## src/rtl/phmm_job_scheduler_if.sv

```systemverilog
// Job-scheduler bus: base loading, job commit, array fetch/clear, and result handshake.
interface phmm_job_scheduler_if #(
  parameter int MAX_LEN = 64,
  parameter int BASE_W  = 2,
  parameter int ID_W    = 4
);
  localparam int IDX_W = $clog2(MAX_LEN);
  localparam int LEN_W = $clog2(MAX_LEN + 1);

  logic              ld_valid;
  logic              ld_sel;
  logic [IDX_W-1:0]  ld_addr;
  logic [BASE_W-1:0] ld_data;
  logic              job_valid;
  logic [LEN_W-1:0]  job_len;
  logic [ID_W-1:0]   job_id;
  logic              job_ready;

  logic              arr_reset;
  logic [LEN_W-1:0]  arr_len;
  logic              arr_x_req;
  logic [IDX_W-1:0]  arr_x_idx;
  logic              arr_y_req;
  logic [IDX_W-1:0]  arr_y_idx;
  logic [BASE_W-1:0] arr_x_base;
  logic [BASE_W-1:0] arr_y_base;
  logic              arr_base_vld;
  logic              arr_complete;
  logic [63:0]       arr_final;

  logic              res_valid;
  logic              res_ready;
  logic [ID_W-1:0]   res_id;
  logic [63:0]       res_val;
  logic              res_err;

  modport slave (
    input  ld_valid, ld_sel, ld_addr, ld_data, job_valid, job_len, job_id,
    input  arr_x_req, arr_x_idx, arr_y_req, arr_y_idx, arr_complete, arr_final,
    input  res_ready,
    output job_ready, arr_reset, arr_len, arr_x_base, arr_y_base, arr_base_vld,
    output res_valid, res_id, res_val, res_err
  );

  modport master (
    output ld_valid, ld_sel, ld_addr, ld_data, job_valid, job_len, job_id,
    output arr_x_req, arr_x_idx, arr_y_req, arr_y_idx, arr_complete, arr_final,
    output res_ready,
    input  job_ready, arr_reset, arr_len, arr_x_base, arr_y_base, arr_base_vld,
    input  res_valid, res_id, res_val, res_err
  );
endinterface

```

## src/rtl/phmm_job_scheduler.sv

```systemverilog
// Pair-HMM job sequencer: ping-pong base banks, array clear/run control with
// watchdog, base fetch service, and id-tagged result output.
module phmm_job_scheduler #(
  parameter int MAX_LEN = 64,
  parameter int BASE_W  = 2,
  parameter int ID_W    = 4,
  parameter int WDOG    = 65535
) (
  input logic clock,
  input logic reset,
  phmm_job_scheduler_if.slave bus
);
  localparam int IDX_W = $clog2(MAX_LEN);
  localparam int LEN_W = $clog2(MAX_LEN + 1);
  localparam int WD_W  = $clog2(WDOG + 1);

  localparam logic [LEN_W-1:0] MAX_LEN_L = LEN_W'(MAX_LEN);
  localparam logic [WD_W-1:0]  WDOG_LAST = WD_W'(WDOG - 1);

  localparam logic [1:0] S_IDLE  = 2'd0;
  localparam logic [1:0] S_CLEAR = 2'd1;
  localparam logic [1:0] S_RUN   = 2'd2;
  localparam logic [1:0] S_DONE  = 2'd3;

  logic [1:0]        state;
  logic              wr_bank, rd_bank;
  logic [1:0]        full;
  logic [LEN_W-1:0]  len_q [2];
  logic [ID_W-1:0]   id_q  [2];
  logic [BASE_W-1:0] x_mem [2][MAX_LEN];
  logic [BASE_W-1:0] y_mem [2][MAX_LEN];
  logic              clr_cnt;
  logic [WD_W-1:0]   wdog;
  logic [63:0]       cur_val;
  logic              cur_err;

  logic commit, ld_acc, publish, run, len_bad;

  assign commit  = bus.job_valid && bus.job_ready;
  assign ld_acc  = bus.ld_valid && bus.job_ready && !reset;
  assign publish = (state == S_DONE) && (!bus.res_valid || bus.res_ready);
  assign run     = (state == S_RUN);
  assign len_bad = (len_q[rd_bank] == '0) || (len_q[rd_bank] > MAX_LEN_L);

  assign bus.job_ready = !full[wr_bank];
  assign bus.arr_reset = reset || (state == S_CLEAR);

  // Base storage has no reset: bank contents only matter once the bank is marked full.
  always_ff @(posedge clock) begin
    if (ld_acc) begin
      if (bus.ld_sel) y_mem[wr_bank][bus.ld_addr] <= bus.ld_data;
      else            x_mem[wr_bank][bus.ld_addr] <= bus.ld_data;
    end
  end

  // Commit and release touch different banks whenever both fire, so neither masks the other.
  always_ff @(posedge clock) begin
    if (reset) begin
      full    <= '0;
      wr_bank <= 1'b0;
      rd_bank <= 1'b0;
      len_q   <= '{default: '0};
      id_q    <= '{default: '0};
    end else begin
      if (commit) begin
        full[wr_bank]  <= 1'b1;
        len_q[wr_bank] <= bus.job_len;
        id_q[wr_bank]  <= bus.job_id;
        wr_bank        <= ~wr_bank;
      end
      if (publish) begin
        full[rd_bank] <= 1'b0;
        rd_bank       <= ~rd_bank;
      end
    end
  end

  always_ff @(posedge clock) begin
    if (reset) begin
      bus.arr_base_vld <= 1'b0;
      bus.arr_x_base   <= '0;
      bus.arr_y_base   <= '0;
    end else begin
      bus.arr_base_vld <= run && (bus.arr_x_req || bus.arr_y_req);
      bus.arr_x_base   <= (run && bus.arr_x_req && (LEN_W'(bus.arr_x_idx) < bus.arr_len))
                          ? x_mem[rd_bank][bus.arr_x_idx] : '0;
      bus.arr_y_base   <= (run && bus.arr_y_req && (LEN_W'(bus.arr_y_idx) < bus.arr_len))
                          ? y_mem[rd_bank][bus.arr_y_idx] : '0;
    end
  end

  always_ff @(posedge clock) begin
    if (reset) begin
      state         <= S_IDLE;
      clr_cnt       <= 1'b0;
      wdog          <= '0;
      cur_val       <= '0;
      cur_err       <= 1'b0;
      bus.arr_len   <= '0;
      bus.res_valid <= 1'b0;
      bus.res_id    <= '0;
      bus.res_val   <= '0;
      bus.res_err   <= 1'b0;
    end else begin
      if (bus.res_valid && bus.res_ready) bus.res_valid <= 1'b0;
      case (state)
        S_IDLE: if (full[rd_bank]) begin
          if (len_bad) begin
            cur_err <= 1'b1;
            cur_val <= '0;
            state   <= S_DONE;
          end else begin
            bus.arr_len <= len_q[rd_bank];
            clr_cnt     <= 1'b0;
            state       <= S_CLEAR;
          end
        end
        S_CLEAR: begin
          clr_cnt <= 1'b1;
          if (clr_cnt) begin
            wdog  <= '0;
            state <= S_RUN;
          end
        end
        S_RUN: begin
          if (bus.arr_complete) begin
            cur_val <= bus.arr_final;
            cur_err <= 1'b0;
            state   <= S_DONE;
          end else if (wdog == WDOG_LAST) begin
            cur_val <= '0;
            cur_err <= 1'b1;
            state   <= S_DONE;
          end else begin
            wdog <= wdog + 1'b1;
          end
        end
        S_DONE: if (publish) begin
          bus.res_valid <= 1'b1;
          bus.res_id    <= id_q[rd_bank];
          bus.res_val   <= cur_val;
          bus.res_err   <= cur_err;
          state         <= S_IDLE;
        end
        default: state <= S_IDLE;
      endcase
    end
  end
endmodule

```

## src/flat_wrapper.sv

```systemverilog
// flat-port wrapper written by rule: the top's interface ports become plain ports
module phmm_job_scheduler_flat 
#(
  parameter int MAX_LEN = 64,
  parameter int BASE_W  = 2,
  parameter int ID_W    = 4,
  parameter int WDOG    = 65535
)
  (clock, reset, bus_ld_valid, bus_ld_sel, bus_ld_addr, bus_ld_data, bus_job_valid, bus_job_len, bus_job_id, bus_arr_x_req, bus_arr_x_idx, bus_arr_y_req, bus_arr_y_idx, bus_arr_complete, bus_arr_final, bus_res_ready, bus_job_ready, bus_arr_reset, bus_arr_len, bus_arr_x_base, bus_arr_y_base, bus_arr_base_vld, bus_res_valid, bus_res_id, bus_res_val, bus_res_err);
  phmm_job_scheduler_if #(.MAX_LEN(MAX_LEN), .BASE_W(BASE_W), .ID_W(ID_W)) bus_i ();
  input logic clock;
  input logic reset;
  input wire logic [$bits(bus_i.ld_valid)-1:0] bus_ld_valid;
  input wire logic [$bits(bus_i.ld_sel)-1:0] bus_ld_sel;
  input wire logic [$bits(bus_i.ld_addr)-1:0] bus_ld_addr;
  input wire logic [$bits(bus_i.ld_data)-1:0] bus_ld_data;
  input wire logic [$bits(bus_i.job_valid)-1:0] bus_job_valid;
  input wire logic [$bits(bus_i.job_len)-1:0] bus_job_len;
  input wire logic [$bits(bus_i.job_id)-1:0] bus_job_id;
  input wire logic [$bits(bus_i.arr_x_req)-1:0] bus_arr_x_req;
  input wire logic [$bits(bus_i.arr_x_idx)-1:0] bus_arr_x_idx;
  input wire logic [$bits(bus_i.arr_y_req)-1:0] bus_arr_y_req;
  input wire logic [$bits(bus_i.arr_y_idx)-1:0] bus_arr_y_idx;
  input wire logic [$bits(bus_i.arr_complete)-1:0] bus_arr_complete;
  input wire logic [$bits(bus_i.arr_final)-1:0] bus_arr_final;
  input wire logic [$bits(bus_i.res_ready)-1:0] bus_res_ready;
  output wire logic [$bits(bus_i.job_ready)-1:0] bus_job_ready;
  output wire logic [$bits(bus_i.arr_reset)-1:0] bus_arr_reset;
  output wire logic [$bits(bus_i.arr_len)-1:0] bus_arr_len;
  output wire logic [$bits(bus_i.arr_x_base)-1:0] bus_arr_x_base;
  output wire logic [$bits(bus_i.arr_y_base)-1:0] bus_arr_y_base;
  output wire logic [$bits(bus_i.arr_base_vld)-1:0] bus_arr_base_vld;
  output wire logic [$bits(bus_i.res_valid)-1:0] bus_res_valid;
  output wire logic [$bits(bus_i.res_id)-1:0] bus_res_id;
  output wire logic [$bits(bus_i.res_val)-1:0] bus_res_val;
  output wire logic [$bits(bus_i.res_err)-1:0] bus_res_err;
  assign bus_i.ld_valid = bus_ld_valid;
  assign bus_i.ld_sel = bus_ld_sel;
  assign bus_i.ld_addr = bus_ld_addr;
  assign bus_i.ld_data = bus_ld_data;
  assign bus_i.job_valid = bus_job_valid;
  assign bus_i.job_len = bus_job_len;
  assign bus_i.job_id = bus_job_id;
  assign bus_i.arr_x_req = bus_arr_x_req;
  assign bus_i.arr_x_idx = bus_arr_x_idx;
  assign bus_i.arr_y_req = bus_arr_y_req;
  assign bus_i.arr_y_idx = bus_arr_y_idx;
  assign bus_i.arr_complete = bus_arr_complete;
  assign bus_i.arr_final = bus_arr_final;
  assign bus_i.res_ready = bus_res_ready;
  assign bus_job_ready = bus_i.job_ready;
  assign bus_arr_reset = bus_i.arr_reset;
  assign bus_arr_len = bus_i.arr_len;
  assign bus_arr_x_base = bus_i.arr_x_base;
  assign bus_arr_y_base = bus_i.arr_y_base;
  assign bus_arr_base_vld = bus_i.arr_base_vld;
  assign bus_res_valid = bus_i.res_valid;
  assign bus_res_id = bus_i.res_id;
  assign bus_res_val = bus_i.res_val;
  assign bus_res_err = bus_i.res_err;
  phmm_job_scheduler #(.MAX_LEN(MAX_LEN), .BASE_W(BASE_W), .ID_W(ID_W), .WDOG(WDOG)) u_core (.clock(clock), .reset(reset), .bus(bus_i));
endmodule
```

## config.mk

```make
export PLATFORM = sky130hd
export DESIGN_NAME = phmm_job_scheduler_flat
export DESIGN_NICKNAME = d
export VERILOG_FILES = /design/src/rtl/phmm_job_scheduler_if.sv /design/src/rtl/phmm_job_scheduler.sv /design/src/flat_wrapper.sv
export SDC_FILE = /design/constraint.sdc
export NUM_CORES = 1
export LEC_CHECK = 0
export ABC_AREA = 0
export BUFFER_PORTS_ARGS = -buffer_cell sky130_fd_sc_hd__buf_2
export CAP_MARGIN = 15
export CORE_MARGIN = 2
export CORE_UTILIZATION = 60
export CTS_CLUSTER_SIZE = 24
export DETAILED_ROUTE_END_ITERATION = 8
export PLACE_DENSITY_LB_ADDON = 0.2
export SLEW_MARGIN = 15
export SYNTH_ARGS = -nofsm -noshare
export SYNTH_HDL_FRONTEND = slang
export SYNTH_SLANG_ARGS = --single-unit
```

## constraint.sdc

```tcl
create_clock -name clock -period 3.65 [get_ports clock]
set_input_delay 0.365 -clock clock [delete_from_list [all_inputs] [get_ports clock]]
set_output_delay 0.365 -clock clock [all_outputs]
set_load 0.01 [all_outputs]
```

==> flow_metrics.py <==
metrics = {
    "route": {
        "wire_per_inst_um": 23.3,
        "vias": 18000,
        "first_pass_iters": 5,
        "ant_nets": 0,
        "viasPerCell": 6.22,
        "detail_route.iter0.violations": 1941,
        "route.detailed.drc": 0,
        "routed_wl_um": 67300,
    },
    "timing": {
        "finalMaxSlewViolations": 0,
        "fmax_mhz": 358,
        "tightest_slew_ns": 1.20,
        "fin_ws_ns": 0.857,
        "slew_headroom": 0.202,
        "rsz0062_at_grt": "no",
        "period_share": 0.765,
        "skew_ns": 0.0251,
        "hold_viol": 0,
        "fin_tns_setup_ns": 0,
        "layout_min_cycle_time_ns": 2.79,
        "setup_viol": 0,
    },
    "floorplan": {
        "core_area_um2": 46400,
        "rows": 79,
        "dieArea_um2": 48400,
        "die_x_um": 220,
        "initial_utilization": 0.604,
        "ioPinCount": 188,
        "fp.dieH_um": 220,
    },
    "cts": {
        "clockBufferDepth": 3,
        "post_cts_buffers": 0,
        "cts-root-buf": "clkbuf_16",
        "clk_latency_ns": 0.60,
        "clock-sinks": 705,
        "cts_tree": "built",
        "h-tree-depth": 3,
        "clk_pin_slew_ns": 0.06,
        "ctsResizeCount": 0,
        "numCtsBuffers": 71,
    },
    "synthesis": {
        "synth_top_area_frac": 0.549,
        "ys_warn_count": 0,
        "synth_edf_count": 512,
        "synth_nets": 2111,
        "yosysSeqAreaShare": 0.687,
        "ys_top_cells_by_area": "edfxtp_1 55%, dfxtp_1 14%, mux4_2 8.4%, nor2_1 4.0%, nand2_1 3.0%",
        "synth_area_leader_cell": "edfxtp_1",
        "ys_seq_elements": 705,
        "netlist_area_um2": 28000,
        "syn_inst": 1991,
        "synthDistinctLibCells": 62,
        "synth_ff_type": "edfxtp_1",
        "ys_async_sr_fraction": 0,
        "synth.avg_cell_area_um2": 14.1,
    },
    "global_routing": {
        "grt_max_degree": 108,
        "overflow": 0,
        "grt_pass1_wl_um": 102000,
        "antenna_found_initial": 3,
        "grt_pass1_vias": 18100,
        "grtUsageTotal": 0.280,
    },
    "placed_design": {
        "dp_hpwl_um": 39900,
        "gp_congestion": 0.848,
        "portBuffers": 187,
        "dpl_worst_slack_ns": 0.940,
    },
    "finish": {
        "syn_to_final_growth_pct": 15.8,
        "drive_above_1_share": 0.218,
        "final_core_util": 0.700,
        "final_nets": 2348,
    },
    "power_and_ir_drop": {
        "p_per_area_nw_per_um2": 540,
        "vdd_ir_drop_max_mv": 0.617,
        "leakage_nw": 10.8,
    },
    "worst_setup_path": {
        "cp-start-kind": "register",
        "crit_fanout": 38,
        "critPathRequiredTime_ns": 4.17,
        "worstReg2RegEnd": "u_core.cur_val[34]",
        "worstSetupPathType": "reg -> reg",
        "reg2reg_slack_ns": 0.86,
        "end_kind": "register",
        "regToRegStartpoint": "u_core.len_q[9]",
        "cp.arrival_ns": 3.31,
        "rr_worst_depth": 7,
    },
    "status": {
        "outcome": "completed",
    },
    "worst_hold_path": {
        "hold_depth": 2,
        "hold_path_end": "u_core.cur_val[34]",
        "hold_class": "in -> reg",
        "hp-start": "bus_arr_final[34]",
    },
    "job": {
        "maxCapViolations": 0,
    },
}
[through the flow]
step / hold slack (ns) / power (W) / std cells / instance area [um2]
global placement: 0.440 / 0.0106 / 2696 / 29500
detailed placement: 0.443 / 0.0106 / 2696 / 29500
global route: 0.0214 / 0.0181 / 2887 / 32400
CTS: 0.00147 / 0.0176 / 2887 / 32400
finish: 0.0260 / 0.0175 / 2889 / 32400
floorplan: 0.431 / 0.0101 / 1991 / 28000
[sequential cells by signal, indices dropped and copies added (netlist names), 2 cells and up, named ones only]
register,cells
u_core.x_mem,256
u_core.bus.arr_len,7
u_core.bus.res_id,4
u_core.cur_val,64
u_core.wdog,16
u_core.bus.arr_x_base,2
u_core.bus.arr_y_base,2
u_core.y_mem,256
u_core.full,2
u_core.id_q,8
u_core.bus.res_val,64
u_core.state,2
u_core.len_q,14
[synthesized netlist by cell type, drive strengths merged, types with 8 or more instances]
cell type	instances
edfxtp	512
nor2	298
nand2	223
dfxtp	193
a21oi	119
mux4	105
a22o	68
clkbuf	66
buf	58
mux2	41
o22ai	36
a22oi	26
a211oi	20
inv	18
ha	16
nor2b	16
o21ai	15
nand3	14
nand2b	13
mux2i	12
nand3b	10
nand4	10
nor3	10
or3	9
xor2	8
[area by class of cell]
class,instances,area [um2]
Fill cell,3011,13900
Timing Repair Buffer,288,1990
Antenna cell,2,5.00
Multi-Input combinational cell,1144,8150
Tap cell,607,759
Clock buffer,99,2050
Sequential cell,705,19200
Clock inverter,26,190
Inverter,18,67.6
[power by group]
part           total (W)  internal (W)  switching (W)
clock network    0.00700       0.00406        0.00294
logic            0.00176      0.000665        0.00110
registers        0.00876       0.00868      0.0000821
total             0.0175        0.0134        0.00411
[cell usage in the layout (no fill, tap or decap), drive strengths merged, types with 4 or more instances in the layout]
cell         count
nor2b           16
xor2             8
nand2          223
mux4           105
a22o            68
nor2           298
o21ai           15
edfxtp         512
nand4           10
or3              9
o22ai           36
o221ai           4
inv             22
nand3           14
clkinv          18
a211oi          20
nand3b          10
dlygate4sd3     66
a22oi           26
dfxtp          193
ha              16
and4             4
clkbuf          99
nand2b          13
mux2i           12
or4              5
and3             4
a21oi          119
nor4             7
nor3            10
o41ai            4
buf            222
or2              7
mux2            41
[metal layers]
metal	up-vias	global-route usage	part of all wire
met5	-	0	0.00019
met4	2	0.0993	0.028
met3	140	0.0566	0.10
met2	933	0.461	0.49
met1	8938	0.375	0.38
li1	7956	-	-
[worst max path at each step]
stage | startpoint | endpoint | slack [ns] | depth (start not counted)
finish | u_core.len_q[9] | u_core.cur_val[34] | 0.86 | 7
global route | u_core.len_q[9] | u_core.cur_val[34] | 0.75 | 7
CTS | u_core.len_q[9] | u_core.cur_val[34] | 0.90 | 7
detailed placement | u_core.len_q[9] | u_core.cur_val[48] | 0.94 | 7
global placement | u_core.len_q[9] | u_core.cur_val[33] | 0.97 | 7
floorplan | u_core.len_q[9] | u_core.cur_val[31] | 1.46 | 7
[repair_timing]
| item | in CTS | in global routing |
|---|---|---|
| hold buffers | 66 | 0 |
| setup endpoints to repair | 0 | 0 |
| hold endpoints to repair | 67 | 0 |
[worst max-delay path: stages, from the launching register on]
cell and delay [ns]:
dfxtp_1 0.32, or4_1 0.52, nor3_1 0.23, mux2i_1 0.17
o21ai_2 0.29, and4_2 0.70, buf_12 0.29, a22o_1 0.17
[cells by family after synthesis]
family	synth area share
buf+inv	0.0232
mux	0.105
compound gates	0.0765
xor+xnor	0.00313
flops	0.687
fa+ha+maj	0.00715
simple gates	0.0979
(Power assumes the default switching activity.)
